## config.mk

```make
export PLATFORM = sky130hd
export DESIGN_NAME = rvm_mem_if
export DESIGN_NICKNAME = d
export VERILOG_FILES = /design/src/rtl/rvm_mem_if_pkg.sv /design/src/rtl/rvm_mem_align.sv /design/src/rtl/rvm_mem_if.sv
export SDC_FILE = /design/constraint.sdc
export NUM_CORES = 1
export LEC_CHECK = 0
export CAP_MARGIN = 10
export CORE_MARGIN = 2
export CORE_UTILIZATION = 42
export CTS_BUF_LIST = sky130_fd_sc_hd__clkbuf_16
export CTS_CLUSTER_DIAMETER = 60
export DETAILED_ROUTE_END_ITERATION = 8
export PLACE_DENSITY_LB_ADDON = 0.1
export SLEW_MARGIN = 20
export SYNTH_ARGS = -nofsm -noshare
export SYNTH_HDL_FRONTEND = slang
export SYNTH_HIERARCHICAL = 1
export SYNTH_SLANG_ARGS = --single-unit
```

## constraint.sdc

```tcl
create_clock -name clk -period 1.5 [get_ports clk]
set_input_delay 0.375 -clock clk [delete_from_list [all_inputs] [get_ports clk]]
set_output_delay 0.375 -clock clk [all_outputs]
set_load 0.005 [all_outputs]
```

## src/rtl/rvm_mem_if_pkg.sv

```systemverilog
`default_nettype none
// ============================================================================
// Module   : rvm_mem_if_pkg
// Purpose  : Shared types and constants for the rvm_mem_if memory adapter:
//            FSM state encoding, state-register width, access size codes
//            and small decode helpers used by the align logic.
// Options  : RVM_MEM_TIMEOUT_EN (consumed by rvm_mem_if, not here)
// Revision : 1.0 - initial release
// ============================================================================
package rvm_mem_if_pkg;

  localparam int RVM_MEM_STATE_W = 2;
  localparam int RVM_MEM_TO_W    = 16;

  typedef enum logic [RVM_MEM_STATE_W-1:0] {
    ST_IDLE = 2'd0,
    ST_REQ  = 2'd1,
    ST_RSP  = 2'd2,
    ST_DONE = 2'd3
  } mem_state_e;

  localparam logic [1:0] RVM_MEM_SIZE_B = 2'b00;
  localparam logic [1:0] RVM_MEM_SIZE_H = 2'b01;
  localparam logic [1:0] RVM_MEM_SIZE_W = 2'b10;

  // Byte lanes touched by an access of the given size at offset 0.
  function automatic logic [3:0] size_lanes(input logic [1:0] size);
    case (size)
      RVM_MEM_SIZE_B: size_lanes = 4'b0001;
      RVM_MEM_SIZE_H: size_lanes = 4'b0011;
      RVM_MEM_SIZE_W: size_lanes = 4'b1111;
      default:        size_lanes = 4'b0000;
    endcase
  endfunction

  // Illegal size code, or an address not naturally aligned to the size.
  function automatic logic is_misaligned(input logic [1:0] size, input logic [1:0] off);
    case (size)
      RVM_MEM_SIZE_B: is_misaligned = 1'b0;
      RVM_MEM_SIZE_H: is_misaligned = off[0];
      RVM_MEM_SIZE_W: is_misaligned = (off != 2'b00);
      default:        is_misaligned = 1'b1;
    endcase
  endfunction

endpackage
`default_nettype wire

```

## src/rtl/rvm_mem_align.sv

```systemverilog
`default_nettype none
// ============================================================================
// Module   : rvm_mem_align
// Purpose  : Purely combinational lane logic for rvm_mem_if.
//            Store side: lane replication, byte enables, misalignment check.
//            Load side : shift raw word down by the byte offset, then zero-
//                        or sign-extend byte/half results.
// Ports    : st_off/st_size/st_wdata  -> st_wdata_rep, st_ben, st_misaligned
//            ld_off/ld_size/ld_signed/ld_word -> ld_data
// Revision : 1.0 - initial release
// ============================================================================
module rvm_mem_align
  import rvm_mem_if_pkg::*;
(
  input  logic [1:0]  st_off,
  input  logic [1:0]  st_size,
  input  logic [31:0] st_wdata,
  output logic [31:0] st_wdata_rep,
  output logic [3:0]  st_ben,
  output logic        st_misaligned,
  input  logic [1:0]  ld_off,
  input  logic [1:0]  ld_size,
  input  logic        ld_signed,
  input  logic [31:0] ld_word,
  output logic [31:0] ld_data
);

  logic [31:0] ld_shift;

  always_comb begin
    st_wdata_rep = st_wdata;
    case (st_size)
      RVM_MEM_SIZE_B: st_wdata_rep = {4{st_wdata[7:0]}};
      RVM_MEM_SIZE_H: st_wdata_rep = {2{st_wdata[15:0]}};
      default:        st_wdata_rep = st_wdata;
    endcase
    st_ben        = size_lanes(st_size) << st_off;
    st_misaligned = is_misaligned(st_size, st_off);
  end

  always_comb begin
    ld_shift = ld_word >> {ld_off, 3'b000};
    ld_data  = ld_shift;
    case (ld_size)
      RVM_MEM_SIZE_B: ld_data = {{24{ld_signed & ld_shift[7]}}, ld_shift[7:0]};
      RVM_MEM_SIZE_H: ld_data = {{16{ld_signed & ld_shift[15]}}, ld_shift[15:0]};
      default:        ld_data = ld_shift;
    endcase
  end

endmodule
`default_nettype wire

```

## src/rtl/rvm_mem_if.sv

```systemverilog
`default_nettype none
// ============================================================================
// Module   : rvm_mem_if
// Purpose  : Load/store/fetch adapter between the rvm_control FSM and a
//            request/grant/response memory bus. One access at a time;
//            misaligned/illegal requests complete with error and no bus
//            activity, so the controller always sees one ready pulse.
// Ports    : clk, resetn (async, active low)
//            ctrl_mem_*  : controller request / completion side
//            mem_*       : external bus side (all outputs registered)
// Options  : RVM_MEM_TIMEOUT_EN - abort an access after TIMEOUT_CYCLES
//            cycles in REQ+RSP; otherwise the block waits indefinitely.
// Revision : 1.0 - initial release
// ============================================================================
module rvm_mem_if
  import rvm_mem_if_pkg::*;
#(
  parameter int TIMEOUT_CYCLES = 255
) (
  input  logic        clk,
  input  logic        resetn,
  input  logic        ctrl_mem_req,
  input  logic        ctrl_mem_wen,
  input  logic [31:0] ctrl_mem_addr,
  input  logic [31:0] ctrl_mem_wdata,
  input  logic [1:0]  ctrl_mem_size,
  input  logic        ctrl_mem_signed,
  output logic        ctrl_mem_ready,
  output logic [31:0] ctrl_mem_rdata,
  output logic        ctrl_mem_error,
  output logic        ctrl_mem_busy,
  output logic        mem_req,
  input  logic        mem_gnt,
  output logic        mem_wen,
  output logic [31:0] mem_addr,
  output logic [31:0] mem_wdata,
  output logic [3:0]  mem_ben,
  input  logic        mem_rvalid,
  input  logic [31:0] mem_rdata,
  input  logic        mem_err
);

  if ((TIMEOUT_CYCLES < 1) || (TIMEOUT_CYCLES > 65535)) begin : g_timeout_range_chk
    $error("rvm_mem_if: TIMEOUT_CYCLES must be in 1..65535");
  end

  mem_state_e  state, state_nx;

  logic [31:0] st_wdata_rep;
  logic [3:0]  st_ben;
  logic        st_misaligned;
  logic [31:0] ld_data;

  // Captured request attributes needed after the bus transfer.
  logic [1:0]  acc_off;
  logic [1:0]  acc_size;
  logic        acc_signed;
  logic        acc_err;
  logic [31:0] raw_rdata;

  logic        timeout_hit;

  rvm_mem_align u_align (
    .st_off        (ctrl_mem_addr[1:0]),
    .st_size       (ctrl_mem_size),
    .st_wdata      (ctrl_mem_wdata),
    .st_wdata_rep  (st_wdata_rep),
    .st_ben        (st_ben),
    .st_misaligned (st_misaligned),
    .ld_off        (acc_off),
    .ld_size       (acc_size),
    .ld_signed     (acc_signed),
    .ld_word       (raw_rdata),
    .ld_data       (ld_data)
  );

`ifdef RVM_MEM_TIMEOUT_EN
  localparam logic [RVM_MEM_TO_W-1:0] TO_LAST = RVM_MEM_TO_W'(TIMEOUT_CYCLES - 1);

  // Counts completed REQ/RSP cycles; the abort fires on the cycle whose
  // edge would bring the count to TIMEOUT_CYCLES.
  logic [RVM_MEM_TO_W-1:0] to_cnt;

  always_ff @(posedge clk or negedge resetn) begin
    if (!resetn) begin
      to_cnt <= '0;
    end else if (state == ST_IDLE) begin
      to_cnt <= '0;
    end else if ((state == ST_REQ) || (state == ST_RSP)) begin
      to_cnt <= to_cnt + 1'b1;
    end
  end

  assign timeout_hit = ((state == ST_REQ) || (state == ST_RSP)) && (to_cnt == TO_LAST);
`else
  assign timeout_hit = 1'b0;
`endif

  always_ff @(posedge clk or negedge resetn) begin
    if (!resetn) state <= ST_IDLE;
    else         state <= state_nx;
  end

  always_comb begin
    state_nx = state;
    case (state)
      ST_IDLE: begin
        if (ctrl_mem_req) state_nx = st_misaligned ? ST_DONE : ST_REQ;
      end
      ST_REQ: begin
        if (timeout_hit)  state_nx = ST_DONE;
        else if (mem_gnt) state_nx = ST_RSP;
      end
      ST_RSP: begin
        // rvalid is only honoured here, so early/stray responses are dropped.
        if (timeout_hit || mem_rvalid) state_nx = ST_DONE;
      end
      ST_DONE: state_nx = ST_IDLE;
      default: state_nx = ST_IDLE;
    endcase
  end

  assign ctrl_mem_busy = (state != ST_IDLE);

  always_ff @(posedge clk or negedge resetn) begin
    if (!resetn) begin
      mem_req        <= 1'b0;
      mem_wen        <= 1'b0;
      mem_addr       <= '0;
      mem_wdata      <= '0;
      mem_ben        <= '0;
      acc_off        <= '0;
      acc_size       <= '0;
      acc_signed     <= 1'b0;
      acc_err        <= 1'b0;
      raw_rdata      <= '0;
      ctrl_mem_ready <= 1'b0;
      ctrl_mem_rdata <= '0;
      ctrl_mem_error <= 1'b0;
    end else begin
      ctrl_mem_ready <= 1'b0;
      ctrl_mem_rdata <= '0;
      ctrl_mem_error <= 1'b0;

      case (state)
        ST_IDLE: begin
          if (ctrl_mem_req) begin
            mem_req    <= ~st_misaligned;
            mem_wen    <= ctrl_mem_wen;
            mem_addr   <= {ctrl_mem_addr[31:2], 2'b00};
            mem_wdata  <= st_wdata_rep;
            mem_ben    <= st_ben;
            acc_off    <= ctrl_mem_addr[1:0];
            acc_size   <= ctrl_mem_size;
            acc_signed <= ctrl_mem_signed;
            acc_err    <= st_misaligned;
          end
        end
        ST_REQ: begin
          if (timeout_hit) begin
            mem_req <= 1'b0;
            acc_err <= 1'b1;
          end else if (mem_gnt) begin
            mem_req <= 1'b0;
          end
        end
        ST_RSP: begin
          if (timeout_hit) begin
            acc_err <= 1'b1;
          end else if (mem_rvalid) begin
            raw_rdata <= mem_rdata;
            acc_err   <= mem_err;
          end
        end
        ST_DONE: begin
          ctrl_mem_ready <= 1'b1;
          ctrl_mem_error <= acc_err;
          ctrl_mem_rdata <= (acc_err || mem_wen) ? 32'd0 : ld_data;
        end
        default: ;
      endcase
    end
  end

endmodule
`default_nettype wire

```

==> impl_metrics.json, run 1 <==
{
  "ys_ff_latch": 142,
  "num_vias": 4921,
  "synthArstFlopShare_pct": 100,
  "nNetsFinal": 899,
  "crit_family": "flip-flops",
  "skew_ns": 0.00588,
  "syn_area_per_cell_sq_um": 13.1,
  "endpoint_kind": "flip-flop",
  "critPathCapture": "ctrl_mem_rdata[19]",
  "synth_top_flop_cell": "dfrtp_1",
  "antenna_found_initial": 0,
  "violations": "negative setup slack",
  "grt_pass1_vias": 5190,
  "worstSetupPathDepth": 7,
  "startpoint_type": "flip-flop",
  "r2r.worst_path.cells": 7,
  "worstPathCellList": "buf_6 > mux2i_4 > mux2i_1 > o211ai_2 > buf_12 > o21ai_0 > and2_1",
  "start_util_pct": 42.9,
  "setup_viol": 72,
  "hpwl_microns": 12000,
  "grt_pass1_wl_microns": 27000,
  "fin_worst_hold_slack_ns": 0.439,
  "rows": 45,
  "io_pins": 211,
  "diodes": 0,
  "clockBufferDepth": 2,
  "r2r_end": "ctrl_mem_rdata[19]",
  "slew_headroom_pct": 55.0,
  "drt-vias-per-instance": 5.00,
  "gr-total-overflow": 0,
  "cts_tree": "yes",
  "netlist_area_sq_um": 6490,
  "synth_cell_type_count": 42,
  "pre_cts_ws_ns": -0.775,
  "p_leak_nw": 5.11,
  "cts.clk_slew.worst_paths_ns": 0.06,
  "arrival_ns": 1.91,
  "tns_ns": -2.78,
  "fin_crit_ns": 1.60,
  "area_delta_synth_final_pct": 62.8,
  "rsz0062_at_grt": "true",
  "drc": 0,
  "h-tree-depth": 4,
  "finalPower_mw": 20.8,
  "gp_congestion": 0.808,
  "r2r_slack_ns": -0.10,
  "drt_iter0_markers": 229,
  "max_freq_ghz": 0.624,
  "path_class": "flip-flop to flip-flop",
  "path_buf_inv": 2,
  "core_sq_um": 15100,
  "slew_violations": 0,
  "final_hold_viol_count": 0,
  "postLayoutCoreUtil_pct": 69.8,
  "ir_drop_uv": 1070,
  "finalWirelength_microns": 18200,
  "crit_start": "acc_off[0]",
  "worst_slack_ns": -0.103,
  "layout_commonest_cell": "dfrtp_1",
  "cts_buffers": 17,
  "ant_nets": 0,
  "avgRoutedWirePerCell_microns": 18.5,
  "track_usage_pct": 21.4,
  "maxCapViolations": 0,
  "cts_sinks": 142,
  "clock_tree.root_cell": "clkbuf_16",
  "final_cell_mix": "dfrtp_1 (141), clkdlybuf4s50_1 (101), dlygate4sd2_1 (100)",
  "slowest_delay_ns": 0.41,
  "clkLatencyLatePin_ns": 0.42,
  "p_per_area_nw_per_um2": 1970,
  "drt_first_pass_iters": 4,
  "drive_gt1_share_pct": 37.9,
  "io_buffers": 208,
  "cp.required_ns": 1.81,
  "dieWidth_microns": 128,
  "min-delay-path-class": "input port to async pin",
  "crit_path_max_fanout": 16,
  "yosysWarnings": 6,
  "die_h_microns": 128,
  "synth-edff-count": 0,
  "worstReg2RegStart": "acc_off[0]",
  "finalCritPeriodShare_pct": 107,
  "ys_seq_area_share_pct": 54.7,
  "netlist_instances": 497,
  "worst_slew_pin_slew_ns": 0.674,
  "grt_max_degree": 36,
  "status": "finished with violations",
  "design.die.area_sq_um": 16500,
  "crit_path_top_delay_cell": "dfrtp_2"
}
logic make-up after synthesis:
family,share of synthesized area (%)
other,0.0578
buffers and inverters,4.66
muxes,23.1
and+or+nand+nor,8.85
adders and majority gates,1.73
AOI/OAI and AO/OA,6.84
DFF,54.7
flip-flops by register name, summed over array words and instances, names as in the netlist:
name,cells
ctrl_mem_rdata,32
mem_wdata,32
raw_rdata,32
mem_addr,30
mem_ben,4
acc_off,2
acc_size,2
state,2
acc_err,1
acc_signed,1
ctrl_mem_error,1
ctrl_mem_ready,1
mem_req,1
mem_wen,1
cells in the mapped netlist, types with 2 or more instances:
cell type	instances	area (sq um)
a211oi_1	7	52.6
buf_6	12	135
nor3_1	2	10.0
a22oi_1	8	60.1
nor2b_1	10	62.6
buf_2	5	25.0
nand2_2	3	18.8
dfrtp_1	142	3550
mux2i_1	16	160
buf_4	12	90.1
a21oi_1	10	50.1
nand2_1	36	135
inv_1	7	26.3
nor2_1	15	56.3
ha_1	9	113
a22o_1	8	70.1
a221oi_1	7	61.3
nand2b_4	2	27.5
o21ai_2	2	17.5
o21ai_0	8	40.0
mux2_1	8	90.1
clkbuf_1	5	18.8
and2_1	34	213
mux2_2	111	1250
metal layers:
layer	wire, microns	GRT usage, %	vias to the layer above
met5	0	0	-
met4	181	7.05	0
met3	962	5.05	14
met2	9370	36.3	153
met1	7710	27.1	2433
li1	-	-	2321
layout make-up:
| cell class | count | area [sq um] |
|---|---|---|
| inverter | 8 | 50.0 |
| clock inverter | 15 | 170 |
| tap | 188 | 235 |
| timing repair buffer | 300 | 3020 |
| sequential | 142 | 3550 |
| clock buffer | 17 | 425 |
| fill | 1111 | 4580 |
| multi-input combinational | 315 | 3110 |
power by group:
group	internal [mW]	switching, mW	leakage (nW)	total [mW]
registers	5.50	1.11	1.75	6.61
logic	6.10	3.89	3.07	9.98
clock network	2.60	1.61	0.282	4.22
total	14.2	6.61	5.11	20.8
worst min-delay path by stage:
| stage | from | endpoint | slack, ns | cells after the start |
|---|---|---|---|---|
| after floorplan | resetn | acc_err | 0.08 | 0 |
| after global placement | resetn | mem_addr[18] | 0.30 | 1 |
| after detailed placement | resetn | mem_addr[24] | 0.31 | 1 |
| after CTS | resetn | mem_addr[24] | 0.44 | 2 |
| after global routing | ctrl_mem_size[0] | acc_size[0] | 0.44 | 3 |
| final | resetn | mem_addr[18] | 0.44 | 2 |
metrics by stage:
step,std cells,cell area (sq um)
floorplan,498,6570
global placement,917,9150
detailed placement,917,9150
CTS,973,10200
global route,985,10600
finish,985,10600
repair_timing:
action | CTS | global route
resized for setup | 177 | 54
hold buffers | 1 | 0
setup buffers | 19 | 5
endpoints found under the hold margin | 26 | 0
gates cloned | 4 | 9
pin swaps | 12 | 7
setup endpoints to repair | 236 | 105
(Power assumes the default switching activity.)
==> run 2: changes to the inputs <==
CORE_UTILIZATION = 30   (was 42)
==> run 2 against run 1 <==
  * The flow still finishes with violations (negative setup slack)
  * Utilization is 19 points lower
  * Fmax decreased by 3.1%
  * Final cell count rose by 8.2%
  * Highest routed layer unchanged
==> impl_metrics.json, run 2 (synthesized netlist as in run 1, its figures left out) <==
{
  "ir_drop_uv": 921,
  "diodes": 0,
  "pre_cts_ws_ns": -0.788,
  "worstReg2RegStart": "state[1]",
  "nNetsFinal": 894,
  "drt_first_pass_iters": 4,
  "cts_tree": "yes",
  "num_vias": 4883,
  "ant_nets": 0,
  "r2r_slack_ns": -0.15,
  "gp_congestion": 0.824,
  "met1_usage_pct": 21.6,
  "fin_worst_hold_slack_ns": 0.396,
  "cts_sinks": 142,
  "io_buffers": 208,
  "area_delta_synth_final_pct": 65.5,
  "gr-total-overflow": 0,
  "largestRegisters": "ctrl_mem_rdata x32, mem_wdata x32, raw_rdata x32",
  "cpMostUsedCell": "buf_6",
  "r2r.worst_path.cells": 7,
  "io_pins": 211,
  "die_h_microns": 151,
  "design.die.area_sq_um": 22800,
  "violations": "negative setup slack",
  "max_freq_ghz": 0.605,
  "met2_usage_pct": 26.8,
  "regArea_sq_um": 3550,
  "slowest_delay_ns": 0.37,
  "cts_buffers": 17,
  "status": "finished with violations",
  "drc": 0,
  "fillers": 1869,
  "grt_pass1_wl_microns": 28600,
  "final_cell_mix": "dfrtp_1 (142), clkdlybuf4s50_1 (102), dlygate4sd2_1 (100)",
  "slew_violations": 0,
  "worst_slack_ns": -0.154,
  "dp_cells": 1004,
  "finalCritPeriodShare_pct": 110,
  "finalPower_mw": 21.2,
  "endpoint_kind": "flip-flop",
  "setup_viol": 124,
  "met3_usage_pct": 4.04,
  "fin_crit_ns": 1.65,
  "cts.clk_slew.worst_paths_ns": 0.06,
  "p_per_area_nw_per_um2": 1980,
  "finalWirelength_microns": 18900,
  "arrival_ns": 1.94,
  "drt-vias-per-instance": 4.58,
  "p_leak_nw": 5.29,
  "dieWidth_microns": 151,
  "startpoint_type": "flip-flop",
  "start_util_pct": 30.7,
  "core_sq_um": 21200,
  "worst_slew_pin_slew_ns": 0.721,
  "final_hold_viol_count": 0,
  "clkLatencyLatePin_ns": 0.42,
  "crit_path_max_fanout": 3,
  "slew_headroom_pct": 51.7,
  "worstPathCellList": "inv_2 > ha_4 > buf_6 > buf_6 > nor2b_4 > or2_4 > o32a_1",
  "avgRoutedWirePerCell_microns": 17.7,
  "h-tree-depth": 4,
  "rsz0062_at_grt": "true",
  "multi_input_area_sq_um": 3160,
  "crit_path_top_delay_cell": "dfrtp_1",
  "grt_max_degree": 46,
  "layout_commonest_cell": "dfrtp_1",
  "path_class": "flip-flop to flip-flop",
  "drive_gt1_share_pct": 36.0,
  "clock_tree.root_cell": "clkbuf_16",
  "min-delay-path-class": "input port to async pin",
  "drt_iter0_markers": 187,
  "maxCapViolations": 0,
  "hpwl_microns": 12900,
  "track_usage_pct": 16.5,
  "grt_busiest_layer": "met2",
  "final_cells": 1066,
  "cp.required_ns": 1.79,
  "antenna_found_initial": 0,
  "grt_pass1_vias": 5142,
  "rows": 53,
  "skew_ns": 0.0145,
  "r2r_end": "state[0]",
  "clockBufferDepth": 2
}
[run 2: report_power, final]
part	leakage (nW)	internal [mW]	switching [mW]
clock network	0.306	2.92	1.61
logic	3.23	6.28	3.85
registers	1.76	5.50	1.09
[run 2: final cells by class]
type	count	share of cell area, %
sequential	142	33.1
multi-input combinational	313	29.5
timing repair buffer	297	28.0
clock buffer	17	3.96
tap	275	3.20
clock inverter	14	1.86
inverter	8	0.443
[run 2: critical path, delay by kind of cell, from the launching register on]
kind                       cells  cell delay, ns
buffers and inverters          3            0.29
AOI/OAI and AO/OA              1            0.34
and+or+nand+nor                2            0.38
adders and majority gates      1            0.16
DFF                            1            0.37
[run 2: layer usage]
metal	share of wire, %	wire length (microns)
met5	0	0
met4	1.6	308
met3	5.2	976
met2	49	9260
met1	44	8310
[run 2: metrics by stage]
step	instance area, sq um	TNS, ns	utilization, %
6_report	10700	-7.46	50.8
4_1_cts	10500	-4.53	49.5
5_1_grt	10700	-14.53	50.8
2_1_floorplan	6570	-0.629	-
3_5_place_dp	9270	-36.27	43.8
3_3_place_gp	9270	-34.26	43.8
[run 2: worst max path at each step]
| stage | slack [ns] | cells after the start | endpoint | from |
|---|---|---|---|---|
| after global routing | -0.21 | 7 | ctrl_mem_rdata[18] | acc_off[0] |
| after CTS | -0.19 | 4 | ctrl_mem_busy | state[0] |
| after floorplan | -0.16 | 7 | mem_wdata[18] | ctrl_mem_size[1] |
| after detailed placement | -0.79 | 9 | acc_err | ctrl_mem_size[0] |
| final | -0.15 | 7 | state[0] | state[1] |
| after global placement | -0.74 | 9 | acc_err | ctrl_mem_size[1] |
[run 2: timing repair]
item / CTS / global route
gates resized for setup: 192 / 70
pin swaps: 11 / 7
endpoints found under the setup margin: 234 / 124
endpoints found under the hold margin: 18 / 0
hold buffers: 1 / 0
cloned: 8 / 1
buffers inserted: 20 / 6
